### config.mk
export PLATFORM = sky130hd
export DESIGN_NAME = reg_map_writer
export DESIGN_NICKNAME = d
export VERILOG_FILES = /design/src/rtl/reg_map_writer.sv
export SDC_FILE = /design/constraint.sdc
export NUM_CORES = 1
export LEC_CHECK = 0
export CAP_MARGIN = 10
export CORE_MARGIN = 5
export CORE_UTILIZATION = 55
export DETAILED_ROUTE_END_ITERATION = 8
export PLACE_DENSITY = 0.92
export SETUP_SLACK_MARGIN = 0.1
export SLEW_MARGIN = 5
export SYNTH_ARGS = -nofsm -noshare
export SYNTH_HDL_FRONTEND = slang
export SYNTH_SLANG_ARGS = --single-unit
export TNS_END_PERCENT = 20
### constraint.sdc
create_clock -name clk -period 3.1 [get_ports clk]
set_input_delay 0.62 -clock clk [delete_from_list [all_inputs] [get_ports clk]]
set_output_delay 0.62 -clock clk [all_outputs]
set_load 0.05 [all_outputs]
### src/rtl/reg_map_writer.sv
// Write-side initiator for the equaliser register map: turns one whole-register
// update (config byte or band gain) into a run of byte writes, LSB first.
module reg_map_writer #(
  parameter int GAIN_WIDTH = 24,
  parameter int NUM_BANDS  = 10
) (
  input  logic                  clk,
  input  logic                  rst,
  input  logic                  req_valid,
  output logic                  req_ready,
  input  logic [3:0]            req_band,
  input  logic [GAIN_WIDTH-1:0] req_data,
  output logic                  reg_we,
  output logic [7:0]            reg_addr,
  output logic [7:0]            reg_wdata,
  output logic                  done,
  output logic                  err
);

  localparam int BYTES = GAIN_WIDTH / 8;
  localparam logic [4:0] MAX_BAND = 5'(NUM_BANDS);

  typedef enum logic [1:0] {IDLE, WRITE, FLUSH} state_t;

  state_t                state_q;
  logic [GAIN_WIDTH-1:0] shift_q;
  logic [7:0]            left_q;
  logic                  we_q;
  logic [7:0]            addr_q;
  logic [7:0]            wdata_q;
  logic                  done_q;
  logic                  err_q;

  logic                  legal_d;
  logic [7:0]            base_d;
  logic [7:0]            left_d;
  logic                  single_d;

  // Decode the incoming request: legality, first byte address, bytes after the first.
  always_comb begin
    legal_d  = ({1'b0, req_band} <= MAX_BAND);
    base_d   = 8'd0;
    left_d   = 8'd0;
    single_d = 1'b1;
    if (req_band != 4'd0) begin
      base_d   = 8'(1 + (int'(req_band) - 1) * BYTES);
      left_d   = 8'(BYTES - 1);
      single_d = (BYTES == 1);
    end
  end

  assign req_ready = (state_q == IDLE);
  assign reg_we    = we_q;
  assign reg_addr  = addr_q;
  assign reg_wdata = wdata_q;
  assign done      = done_q;
  assign err       = err_q;

  always_ff @(posedge clk or negedge rst) begin
    if (!rst) begin
      state_q <= IDLE;
      shift_q <= '0;
      left_q  <= 8'd0;
      we_q    <= 1'b0;
      addr_q  <= 8'd0;
      wdata_q <= 8'd0;
      done_q  <= 1'b0;
      err_q   <= 1'b0;
    end else begin
      done_q <= 1'b0;
      err_q  <= 1'b0;
      case (state_q)
        IDLE: begin
          if (req_valid) begin
            if (legal_d) begin
              we_q    <= 1'b1;
              addr_q  <= base_d;
              wdata_q <= req_data[7:0];
              done_q  <= single_d;
              shift_q <= req_data >> 8;
              left_q  <= left_d;
              state_q <= WRITE;
            end else begin
              err_q <= 1'b1;
            end
          end
        end
        WRITE: begin
          // left_q counts bytes still to present after the one on the bus now.
          if (left_q == 8'd0) begin
            we_q    <= 1'b0;
            state_q <= FLUSH;
          end else begin
            addr_q  <= addr_q + 8'd1;
            wdata_q <= shift_q[7:0];
            shift_q <= shift_q >> 8;
            done_q  <= (left_q == 8'd1);
            left_q  <= left_q - 8'd1;
          end
        end
        FLUSH: begin
          state_q <= IDLE;
        end
        default: begin
          we_q    <= 1'b0;
          state_q <= IDLE;
        end
      endcase
    end
  end

endmodule

* After elaboration in Yosys (flattened, before gate mapping)
Index checks and enable logic that the tools add are counted.
** Word-level totals
- Flip-flop bits (word level) :: 53
- Input bits :: 31
- Logic and storage cells :: 63
- Output and inout bits :: 20
** Operators by class
- Magnitude comparators :: 1
- Reduce and logical (&&, ||, !) cells :: 7
- Add/subtract/negate cells :: 4
- Equal/unequal tests :: 7
- Multipliers :: 1
- Multiplexer cells :: 34
- Bitwise operators :: 1
** Operator list (number)
- 8-bit two-way mux :: 10
- 24-bit two-way mux :: 3
- 24-bit case mux with 2 select lines :: 1
- 8-bit case mux with 2 select lines :: 3
- 1-bit two-way mux :: 10
- 2-bit by 8-bit adder with 8-bit output, first input constant :: 1
- 8-bit by 1-bit adder with 8-bit output, second input constant :: 1
- 8-bit by 1-bit == test with 1-bit output, second input constant :: 1
- 8-bit zero test :: 1
- 5-bit by 3-bit multiplier with 8-bit output, second input constant :: 1
- 2-bit two-way mux :: 4
- 4-bit AND reduction :: 2
- 8-bit by 1-bit subtractor with 8-bit output, second input constant :: 1
- 2-bit inequality test, second input constant :: 3
- 4-bit by 1-bit subtractor with 5-bit output, second input constant :: 1
- 4-bit less-or-equal comparator, second input constant :: 1
- 2-bit case mux with 2 select lines :: 1
- 4-bit nonzero test :: 1
- 1-bit case mux with 3 select lines :: 1
- 3-bit AND reduction :: 1
- 2-bit by 1-bit == test with 1-bit output, second input constant :: 1
- 2-bit == test, second input constant :: 1
- 2-bit zero test :: 1
- 2-bit by 1-bit inequality test with 1-bit output, second input constant :: 1
- other kinds (3) :: 3

* Logic depth before layout (Yosys ltp)
- Depth after elaboration :: 7
- Gate-level depth with buffers :: 11
- Gate-level depth less buffers :: 11

* Worst setup path before layout
OpenSTA, ideal clock, no wires.
- Path type :: input to register
- From :: input req_band[0]
- To :: register addr_q[6], in the netlist reg_addr[6]
- Required time :: 2967 ps
- Arrival time :: 2316 ps
- Buffers on the path :: 0
- Slack :: 651 ps
- Setup time :: 133 ps
- Stages on the path :: 10
- Cell sequence :: inv_1 ha_1 xor2_1 ha_1 ha_1 a211oi_1 nor2_1 a21o_1 a31oi_1 o21ai_0
** Between the ends
- Word-level cells in the longest chain between the ends :: 7
- Elaborated cells on any way between the ends :: 11
- Those cells by class :: add/sub (2); mul (1); order compare (1); eq/ne (1); mux (4); reduce/logical (2)
** Ends and longest elaborated chain
- start, declared :: RTL line 11 : input logic [3:0] req_band,
- 4-bit by 1-bit subtractor with 5-bit output :: RTL line 46 : base_d = 8'(1 + (int'(req_band) - 1) * BYTES);
- 5-bit by 3-bit multiplier with 8-bit output :: RTL line 46
- 2-bit by 8-bit adder with 8-bit output :: RTL line 46
- 8-bit two-way mux :: RTL line 45 : if (req_band != 4'd0) begin
- 8-bit two-way mux :: RTL line 75 : if (legal_d) begin
- 8-bit two-way mux :: RTL line 74 : if (req_valid) begin
- 8-bit case mux with 2 select lines :: RTL line 72 : case (state_q)
- end signal, assigned :: RTL line 77 : addr_q <= base_d;
- end signal, assigned :: RTL line 94 : addr_q <= addr_q + 8'd1;
- end, declared :: RTL line 29 : logic [7:0] addr_q;
Parallel ways exist; a longest one is shown, timed or not. The select of a mux whose other input is x is not followed.
A chain may end at the register's enable or synchronous reset.

* Final worst setup path
- From :: input req_band[1]
- To :: register addr_q[6], in the netlist reg_addr[6]
Same word-level chain as after synthesis.

==> summary.md <==
| Metric | Value |
|---|---|
| Worst setup slack before clock tree synthesis | -0.00623 ns |
| Grt ovf | 0 |
| Post-CTS Hold Buffers | 0 |
| CTS H-Tree Depth | 2 |
| Arrival time of the worst setup path | between 2 and 3 ns |
| Final setup violation count | 0 |
| Worst clock skew | 0.0142 ns |
| Worst hold slack across all endpoints | between 0.4 and 0.5 ns |
| Least setup slack across all paths after layout | roughly 0.30 ns |
| Number of antenna violations at the first check in global routing | 0 |
| Final Instance Area | 3090 um2 |
| Req. time, crit path | roughly 3.3 ns |
| Critical Setup Path Class | input port to register |
| Reg clk slew, reported paths | about 0.090 ns |
| Worst-margin pin slew | ~0.99 ns |
| Core Box Area | about 4300 um2 |
| Arithmetic-cell share of the synthesized area counting full adders, half adders and majority gates | 0.0753 |
| Switching share of power | 0.476 |
| CTS-repair resized insts | 0 |
| Total number of yosys warnings | 0 |
| Clock tree from TritonCTS | yes |
| RSZ-0062 raised after global routing | false |
| GPL Wtd Cong | about 0.83 |
| Setup tns final | 0 ns |
| Largest net degree at the start of global routing | 46 |
| Clock Tree Root | clkbuf_8 |
| Average cell area after synthesis | just under 10 um2 |
| Count of mapped cells out of synthesis | between 200 and 250 |
| Result of the run | complete, no violations |
| Largest cells by area after synthesis | dfrtp_1, ha_1, mux2i_1 |
| Critical Path End Type | register |
| Die Outline Area | 5840 um2 |
| Clock share of power | 0.125 |
| Buffer count from post-CTS setup fixing | 0 |
| Worst IR Drop VDD | roughly 0.6 mV |
| Area of combinational cells with multiple inputs | ~1200 um2 |
| Cell type with the highest occurrence count on the critical path | ha_1 |
| Cells traversed along the worst timing path | clkdlybuf4s50_1 > inv_1 > ha_1 > xor2_1 > ha_1 > ha_1 > a211oi_1 > nor2_1 > a21o_1 > a31oi_1 > o21ai_0 |
| Area share of and/or/nand/nor cells after synthesis | 0.162 |
| Cell leakage power | about 1.4 nW |
| Number of nets in the finished design | 348 |
| Global Route Usage Sum | 0.200 |
| Kind of start point of the critical path | input port |
| Max Cap Violations | 0 |
| Global-route wire length before repair | approximately 9600 um |
| Flop2flop setup slack | around 0.9 ns |
| Worst rel slew slack | 0.341 |
| Setup crit start | req_band[1] |
| Share of Yosys cell area claimed by the top area cell type | 0.464 |
| Hold Path Class | input port to asynchronous set/reset pin |
| Maximum operating frequency | 357 MHz |
| Final wirelength | around 5600 um |
| Share of cell area taken by muxes after synthesis | 0.0660 |
| Fraction of the cycle the final worst path needs | 0.904 |
| Leading cell types in the layout, fill and taps excluded | clkdlybuf4s50_1, dfrtp_1, o21ai_0 |
| Number of placement rows | 24 |
| Sequential fraction of design power | 0.316 |
| Sequential cell area | around 1100 um2 |
| Placed Cells | roughly 350 |
| CP max-delay cell | clkdlybuf4s50_1 |
| Detailed-route vias per instance | a little under 6 |
| Area of the mapped netlist | between 2000 and 2500 um2 |
| Initial standard-cell utilization of the core | 0.561 |
| Final core utilization | 0.714 |
| Number of I/O pins | 51 |
| Hpwl dp | about 4100 um |
| Final cell count without fillers | approximately 360 |
| Count of cell types in the netlist | 40 |
| Diodes inserted | 0 |
| Total vias in the final route | ~2,100 |
| Combinational cell fraction of total power | 0.559 |
| ANT nets after route | 0 |
| Time the final worst path needs with I/O delays and setup | between 2 and 3 ns |
| Dominant cell type by area after synthesis | dfrtp_1 |
| Die width | around 76 um |
| Sequential share of the synthesized area | 0.464 |
| Clock insertion delay at the later pin of the skew report | around 0.31 ns |
| Internal power contribution | between 1.5 and 2 mW |
| Total clock buffers created by CTS | 5 |
| Worst r2r src | state_q[1] |
| Max Root-Sink Buffers | 2 |
| #FFs+latches synth | 45 |
| Compound-cell area share of the yosys netlist | 0.169 |
| Vertical die dimension | between 70 and 80 um |
| Count of port buffers added during placement | 50 |
| Total clock sinks | 45 |
| Number of failing hold endpoints at the final stage | 0 |
| Routed length per instance | ~16 um |
| Number of filler instances in the final layout | about 330 |
| Leading cell type in the layout, fill and taps excluded | clkdlybuf4s50_1 |
| Via count of the first global-routing pass | approximately 2,100 |
| Cell area after placement | roughly 3000 um2 |
| Proportion of layout cells with a drive suffix above 1 | 0.0757 |
| Highest fanout seen on the critical path | 4 |
| Number of iterations in the first detailed-routing pass | 4 |
| Overall power after layout | approximately 3.2 mW |
| Number of violations reported at the end of detailed-routing iteration 0 | 171 |
| Remaining DRCs | 0 |
| Delay of the slowest critical-path stage | around 0.52 ns |
| Area delta synth->final | 27.2% |
| Syn_nets | ~300 |
| Xor-xnor portion of the synthesized cell area | 0.0108 |
| Switching pwr | roughly 1.5 mW |
| Power density over the cells | 1030 nW/um2 |
| Total count of max-transition violations in the final report | 0 |
| Largest family of logic cells by synthesized area | compound AO/OA/AOI/OAI gates |
-- cell type report --
| cell class | count | share of cell area |
|---|---|---|
| multi-input combinational | 178 | 0.382 |
| sequential | 45 | 0.365 |
| timing repair buffer | 59 | 0.182 |
| clock buffer | 6 | 0.0268 |
| tap | 52 | 0.0211 |
| inverter | 14 | 0.0170 |
| clock inverter | 2 | 0.00568 |
-- power groups by stage --
stage	combinational [mW]	clock, mW	sequential (mW)
3_5_place_dp	1.78	0	1.01
4_1_cts	1.79	0.402	1.00
6_report	1.78	0.396	1.01
3_3_place_gp	1.71	0	1.00
5_1_grt	1.94	0.423	1.04
2_1_floorplan	0.986	0	1.31
-- kinds of logic (layout without fill, tap and decap cells) --
kind of cell / after synthesis / in the layout
and+or+nand+nor: 77 / 77
AOI/OAI and AO/OA: 68 / 68
DFF: 45 / 45
buffers and inverters: 26 / 81
muxes: 16 / 16
adders and majority gates: 14 / 14
xor gates and xnor gates: 3 / 3
-- flip-flops by register name, summed over array words and instances, names as in the netlist --
name,cells
err,1
done,1
left_q,8
state_q,2
reg_we,1
reg_wdata,8
shift_q,16
reg_addr,8
-- worst max-delay path, delay by kind of cell --
kind | cells | cell delay (ns)
and+or+nand+nor | 1 | 0.10
AOI/OAI and AO/OA | 4 | 0.67
adders and majority gates | 3 | 0.82
xor gates and xnor gates | 1 | 0.17
buffers and inverters | 2 | 0.61
-- synth_stat cells --
master and number:
inv_1 14, o32a_1 1, nor2_1 16, nand2_1 22, o22ai_1 3, o31ai_1 1, dfrtp_1 45, nand3_1 8
a22o_1 8, clkbuf_1 3, mux2i_1 16, buf_6 2, a21o_1 1, nor3b_2 1, o21ai_1 1, a2bb2oi_1 1
and4_1 1, buf_2 4, xor2_1 3, ha_1 13, o21ai_0 28, nor4_1 2, nor2_2 1, nand2b_1 3
fa_1 1, or4_1 2, a211oi_1 1, nor3_1 8, a31oi_1 7, or2_2 1, nand4_1 2, a211o_1 1
nor4_4 1, o211ai_1 1, a21oi_1 13, or3_1 5, a21oi_2 1, buf_4 3, and2_0 1, nor2b_1 3
-- metal layers --
layer	GRT usage	routed length, um
met3	0.0402	235
met2	0.346	2840
met1	0.243	2420
met4	0.0769	129
met5	0	0
-- worst paths after layout --
check,cells after the start,end
setup / recovery,11,reg_addr[6]
hold / removal,1,shift_q[2]
setup reg to reg,6,left_q[3]
hold reg to reg,2,reg_wdata[6]
max in group asynchronous,1,state_q[1]
min in group clk,2,reg_wdata[6]
Power figures use the tool's default switching activity.
==> RTL edit 1: new RTL, same flow settings <==
The parameter `GAIN_WIDTH` goes from 24 to 36.
--- a/src/rtl/reg_map_writer.sv
+++ b/src/rtl/reg_map_writer.sv
@@ -2,5 +2,5 @@
 // update (config byte or band gain) into a run of byte writes, LSB first.
 module reg_map_writer #(
-  parameter int GAIN_WIDTH = 24,
+  parameter int GAIN_WIDTH = 36,
   parameter int NUM_BANDS  = 10
 ) (
Ports: changed (resized req_data); port bits go from 51 to 63. The function was not compared with the original's and may differ.
==> RTL edit 1 against the original RTL <==
  * Cell area grew 22%
  * Total power grew 25%
  * Wire length is 25% higher
  * Setup slack gained 0.24 ns
  * Critical path type is now register to output pin
  * Clock power up 110%
  * Synthesized area is 18% higher
  * Sequential cell count grew 12
==> RTL edit 1: results (changes against the original RTL) <==
run_status:
  status: "completed"
synthesis:
  synth_common_cells: "o21ai_0 (63), dfrtp_1 (57), mux2i_1 (32)"
  yosysWarnings: 0  # unchanged
  ys_seq_area_share_pct: 50.02  # +3.6 points
  synth_async_sr_flop_share_pct: 100.0  # unchanged
  synth_nets: 325  # +11%
  synth_cell_types: 42  # +5.0%
  synth_area_leaders: "dfrtp_1 (50%), mux2i_1 (11%), o21ai_0 (11%)"
power_and_ir_drop:
  leakage_nw: 1.741  # +24%
  ir_drop_v: 0.0005719  # -4.5%
global_routing:
  grt_max_degree: 48  # +4.3%
  grt_usage_pct: 22.46  # +2.5 points
  grt_pass1_vias: 2368  # +14%
  grt_antenna_before_repair: 0  # unchanged
  grt_pass1_wl_mm: 11.23  # +17%
worst_setup_path:
  max_stage_delay_ns: 0.86  # +0.34 ns
  cp_slowest_cell: "clkdlybuf4s50_1"
  crit_family: "buffers and inverters"
  cp_max_fo: 8  # +4
  arrival_ns: 1.94  # -1.05 ns
  worstRegToRegCells: 7  # +1
placement:
  pre_cts_ws_ns: 0.4563  # +0.4626 ns
  gp_congestion: 0.8562  # +2.7%
  portBuffers: 62  # +24%
  hpwl_mm: 4.882  # +19%
  place_area_mm2: 0.003532  # +18%
drt:
  first_pass_iters: 5  # +1
  vias: 2504  # +20%
  postRouteWirelength_mm: 7.024  # +25%
  initialDrtViolationCount: 195  # +14%
clock_tree:
  postCtsSetupBuffers: 0  # unchanged
  clkSinkCount: 57  # +27%
  cts-root-buf: "clkbuf_8"
  clk_latency_ns: 0.34  # +0.03 ns
  path_clk_slew_ns: 0.06  # -0.03 ns
  htreeDepth: 3  # +1
  cts_buffer_depth: 2  # unchanged
  cts_made_buffers: 9  # +4
  post_cts_resized: 0  # unchanged
cells_and_area:
  diodes: 0  # unchanged
  num-nets-final: 384  # +10%
  top_register: "shift_q"
  drive_gt1_share_pct: 9.091  # +1.5 points
  largest_register_ffs: 28  # +12
sta:
  tns_ns: 0  # unchanged
  tightest_slew_ns: 0.6992  # -0.2887 ns
  clock_skew_ns: 0.006839  # -0.007379 ns
hold_path:
  holdCritPathClass: "primary input to asynchronous set/reset pin"
## RTL edit 1: changes by cell type after synthesis, moves of 5 or more
| cell | unedited run | this run |
|---|---|---|
| clkbuf_1 | 3 | 8 |
| o31ai_1 | 1 | 8 |
| nor2_1 | 16 | 8 |
| inv_1 | 14 | 6 |
| nand2_1 | 22 | 9 |
| o21ai_0 | 28 | 63 |
| mux2i_1 | 16 | 32 |
| dfrtp_1 | 45 | 57 |
| ha_1 | 13 | 4 |
| nand3_1 | 8 | 3 |
## RTL edit 1: cells by family (layout without fill, tap and decap cells)
family	count (synthesis)	after routing	share of synthesized area [%]
fa+ha+maj	4	4	1.755
flops	57	57	50.02
mux	33	33	11.76
simple gates	55	55	10.93
compound gates	100	100	20.62
buf+inv	29	92	4.914
## RTL edit 1: metrics by stage
step / util [%] / instances / hold WS [ns]
3_5_place_dp: 69.60 / 396 / 0.4647
4_1_cts: 74.16 / 411 / 0.3056
5_1_grt: 74.16 / 411 / 0.3470
3_3_place_gp: 69.60 / 396 / 0.4675
2_1_floorplan: - / 278 / 0.3244
6_report: 74.16 / 411 / 0.3025
## RTL edit 1: where the power goes
group	internal (mW)	switching, mW
combinational	0.747	1.17
sequential	1.03	0.210
clock	0.526	0.297
## RTL edit 1: area by class of cell
class | count | area, µm²
timing repair buffer | 70 | 675.6
fill | 337 | 1311
clock buffer | 9 | 123.9
tap | 70 | 87.58
clock inverter | 6 | 107.6
sequential | 57 | 1426
multi-input combinational | 192 | 1316
inverter | 7 | 26.28
## RTL edit 1: per-layer routing
metal	up-vias	track usage (%)	part of all wire (%)
met5	-	0	0
met4	0	11.96	2.6
met3	20	4.934	6.9
met2	108	35.22	49
met1	1226	29.00	41
li1	1150	-	-
## RTL edit 1: worst register-to-register path: cells and delay by family, from the launching register on
kind / cells / cell delay (ns)
flops: 1 / 0.41
compound gates: 1 / 0.19
simple gates: 3 / 0.93
buf+inv: 2 / 0.48
fa+ha+maj: 1 / 0.17
## RTL edit 1: path summary, 6_finish.rpt
kind                            start      endpoint  slack (ns)
setup / recovery           state_q[0]     req_ready        0.54
hold / removal                    rst          done        0.30
setup reg to reg            left_q[0]    shift_q[2]        0.78
hold reg to reg                reg_we        reg_we        0.48
max in group asynchronous         rst  reg_wdata[5]        2.11
min in group clk               reg_we        reg_we        0.48
==> RTL edit 2: new RTL, same settings <==
Made on the original files. Put one more register stage on the output `err`, with the module's reset. The value now appears one clock later. The other outputs are not delayed to match.
--- a/src/rtl/reg_map_writer.sv
+++ b/src/rtl/reg_map_writer.sv
@@ -55,5 +55,11 @@
   assign reg_wdata = wdata_q;
   assign done      = done_q;
-  assign err       = err_q;
+  always_ff @(posedge clk or negedge rst) begin
+    if (!rst) begin
+      err <= '0;
+    end else begin
+      err <= err_q;
+    end
+  end
 
   always_ff @(posedge clk or negedge rst) begin
Formal check against the unedited RTL: not equivalent (Yosys sat finds a counterexample within 4 cycles, from zero or initial values and one cycle with rst low).
==> RTL edit 2 against the original RTL <==
  * Cell area grew 0.24%
  * Wire length shrank 5.2%
  * First-iteration DRC count shrank 29%
  * Setup slack gained 0.033 ns
  * Total power shrank 5.1%
  * Sequential cell count grew 1
  * Synthesized area grew 0.77%
  * Clock power shrank 5.3%
  * Sequential share of layout area grew 0.72 points
  * Largest cell class unchanged
  * Largest power group unchanged
==> RTL edit 2: results (changes against the original RTL) <==
synthesis:
  synth_cells: 246  # -1.2%
  synth_nets: 291  # -1.0%
  synth_cell_types: 41  # +2.5%
  yosysWarnings: 0  # unchanged
  ys_seq_area_share_pct: 47.08  # +0.67 points
  synth_area_leaders: "dfrtp_1 (47%), mux2i_1 (7.0%), ha_1 (6.7%)"
  synth_async_sr_flop_share_pct: 100.0  # unchanged
  synth_common_cells: "dfrtp_1 (46), o21ai_0 (24), nand2_1 (21), mux2i_1 (17), nor2_1 (14)"
worst_setup_path:
  rr_endpoint: "reg_addr[0]"
  cp_slowest_cell: "clkdlybuf4s50_1"
  arrival_ns: 2.95  # -0.04 ns
  reg2reg_from: "left_q[0]"
  max_stage_delay_ns: 0.47  # -0.05 ns
  ff2ff_setup_slack_ns: 1.04  # +0.14 ns
  cp_max_fo: 4  # unchanged
  worstRegToRegCells: 8  # +2
hold_path:
  hold-path-endpoint: "err"
  hp-start: "err_q"
  holdCritPathClass: "register to register"
  hold_depth: 0
drt:
  postRouteWirelength_mm: 5.334  # -5.2%
  first_pass_iters: 4  # unchanged
  wl_per_cell_um: 15.20  # -3.9%
  initialDrtViolationCount: 122  # -29%
  viasPerCell: 5.738  # -1.8%
power_and_ir_drop:
  leakage_nw: 1.446  # +3.3%
  ir_drop_v: 0.0006107  # +2.0%
sta:
  tightest_slew_ns: 0.9696  # -0.01822 ns
  clock_skew_ns: 0.007952  # -0.006266 ns
  hold_slack_ns: 0.3535  # -0.1144 ns
  setup_viol: 0  # unchanged
clock_tree:
  cts-root-buf: "clkbuf_8"
  path_clk_slew_ns: 0.08
  post_cts_resized: 0  # unchanged
  clk_latency_ns: 0.30
  cts_buffer_depth: 2  # unchanged
  cts_made_buffers: 5  # unchanged
  postCtsSetupBuffers: 0  # unchanged
placement:
  pre_cts_ws_ns: 0.01512  # +0.02136 ns
  gp_congestion: 0.8497  # +1.9%
  hpwl_mm: 3.898  # -4.7%
  place_area_mm2: 0.003002  # +0.54%
  portBuffers: 50  # unchanged
  dp.cells: 343  # -1.4%
global_routing:
  grt_max_degree: 47  # +2.2%
  grt_pass1_vias: 1962  # -5.7%
  grt_pass1_wl_mm: 9.390  # -2.1%
  grt_antenna_before_repair: 0  # unchanged
  grt_usage_pct: 19.18  # -0.80 points
cells_and_area:
  top_register: "shift_q"
  drive_gt1_share_pct: 7.358  # -0.21 points
  num-nets-final: 343  # -1.4%
  largest_register_ffs: 16  # unchanged
  final_area_mm2: 0.003093  # +0.24%
run_status:
  status: "completed"
[RTL edit 2: cell types whose count changed after synthesis, sizes merged, moves of 2 or more]
cell,before,now
and3,0,3
a31oi,7,4
o21ai,29,24
inv,14,12
nand3,8,6
nor2b,3,5
nor2,17,14
[RTL edit 2: layout make-up]
class                   count  area (µm²)
flip-flops and latches     46        1151
well taps                  52       65.06
inverters                  12       45.04
repair buffers             57       548.0
clock buffers               7       86.33
fillers                   334        1231
multi-input cells         176        1192
clock inverters             1       5.005
[RTL edit 2: how the worst max path moves through the flow]
stage	startpoint	to	slack (ns)	cells past startpoint
floorplan	req_band[0]	reg_addr[6]	0.63	10
global placement	req_band[0]	reg_addr[6]	0.06	11
CTS	req_band[0]	reg_addr[6]	0.33	11
finish	req_band[0]	reg_addr[4]	0.33	11
global route	req_band[0]	reg_addr[4]	0.12	11
detailed placement	req_band[0]	reg_addr[4]	0.02	11
[RTL edit 2: cells by family (layout without fill, tap and decap cells)]
family	after synthesis	after routing	share of synthesized area [%]
AO/OA/AOI/OAI	61	61	15.56
XOR/XNOR	3	3	1.075
adder cells (fa/ha/maj)	14	14	7.472
buffers and inverters	24	77	4.452
flip-flops	46	46	47.08
multiplexers	17	17	6.960
AND/OR/NAND/NOR	81	81	17.40
[RTL edit 2: report_power, final]
group	switching, mW	leakage [nW]	internal [mW]	total, mW
Sequential	0.192	0.593	0.820	1.01
Combinational	1.01	0.805	0.626	1.63
Clock	0.195	0.0482	0.180	0.375
[RTL edit 2: metal layers]
metal | up-vias | track usage, % | share of wire (%)
li1 | 991 | - | -
met1 | 964 | 26.11 | 44
met2 | 51 | 30.65 | 50
met3 | 8 | 3.981 | 4.4
met4 | 0 | 6.119 | 1.4
met5 | - | 0 | 0
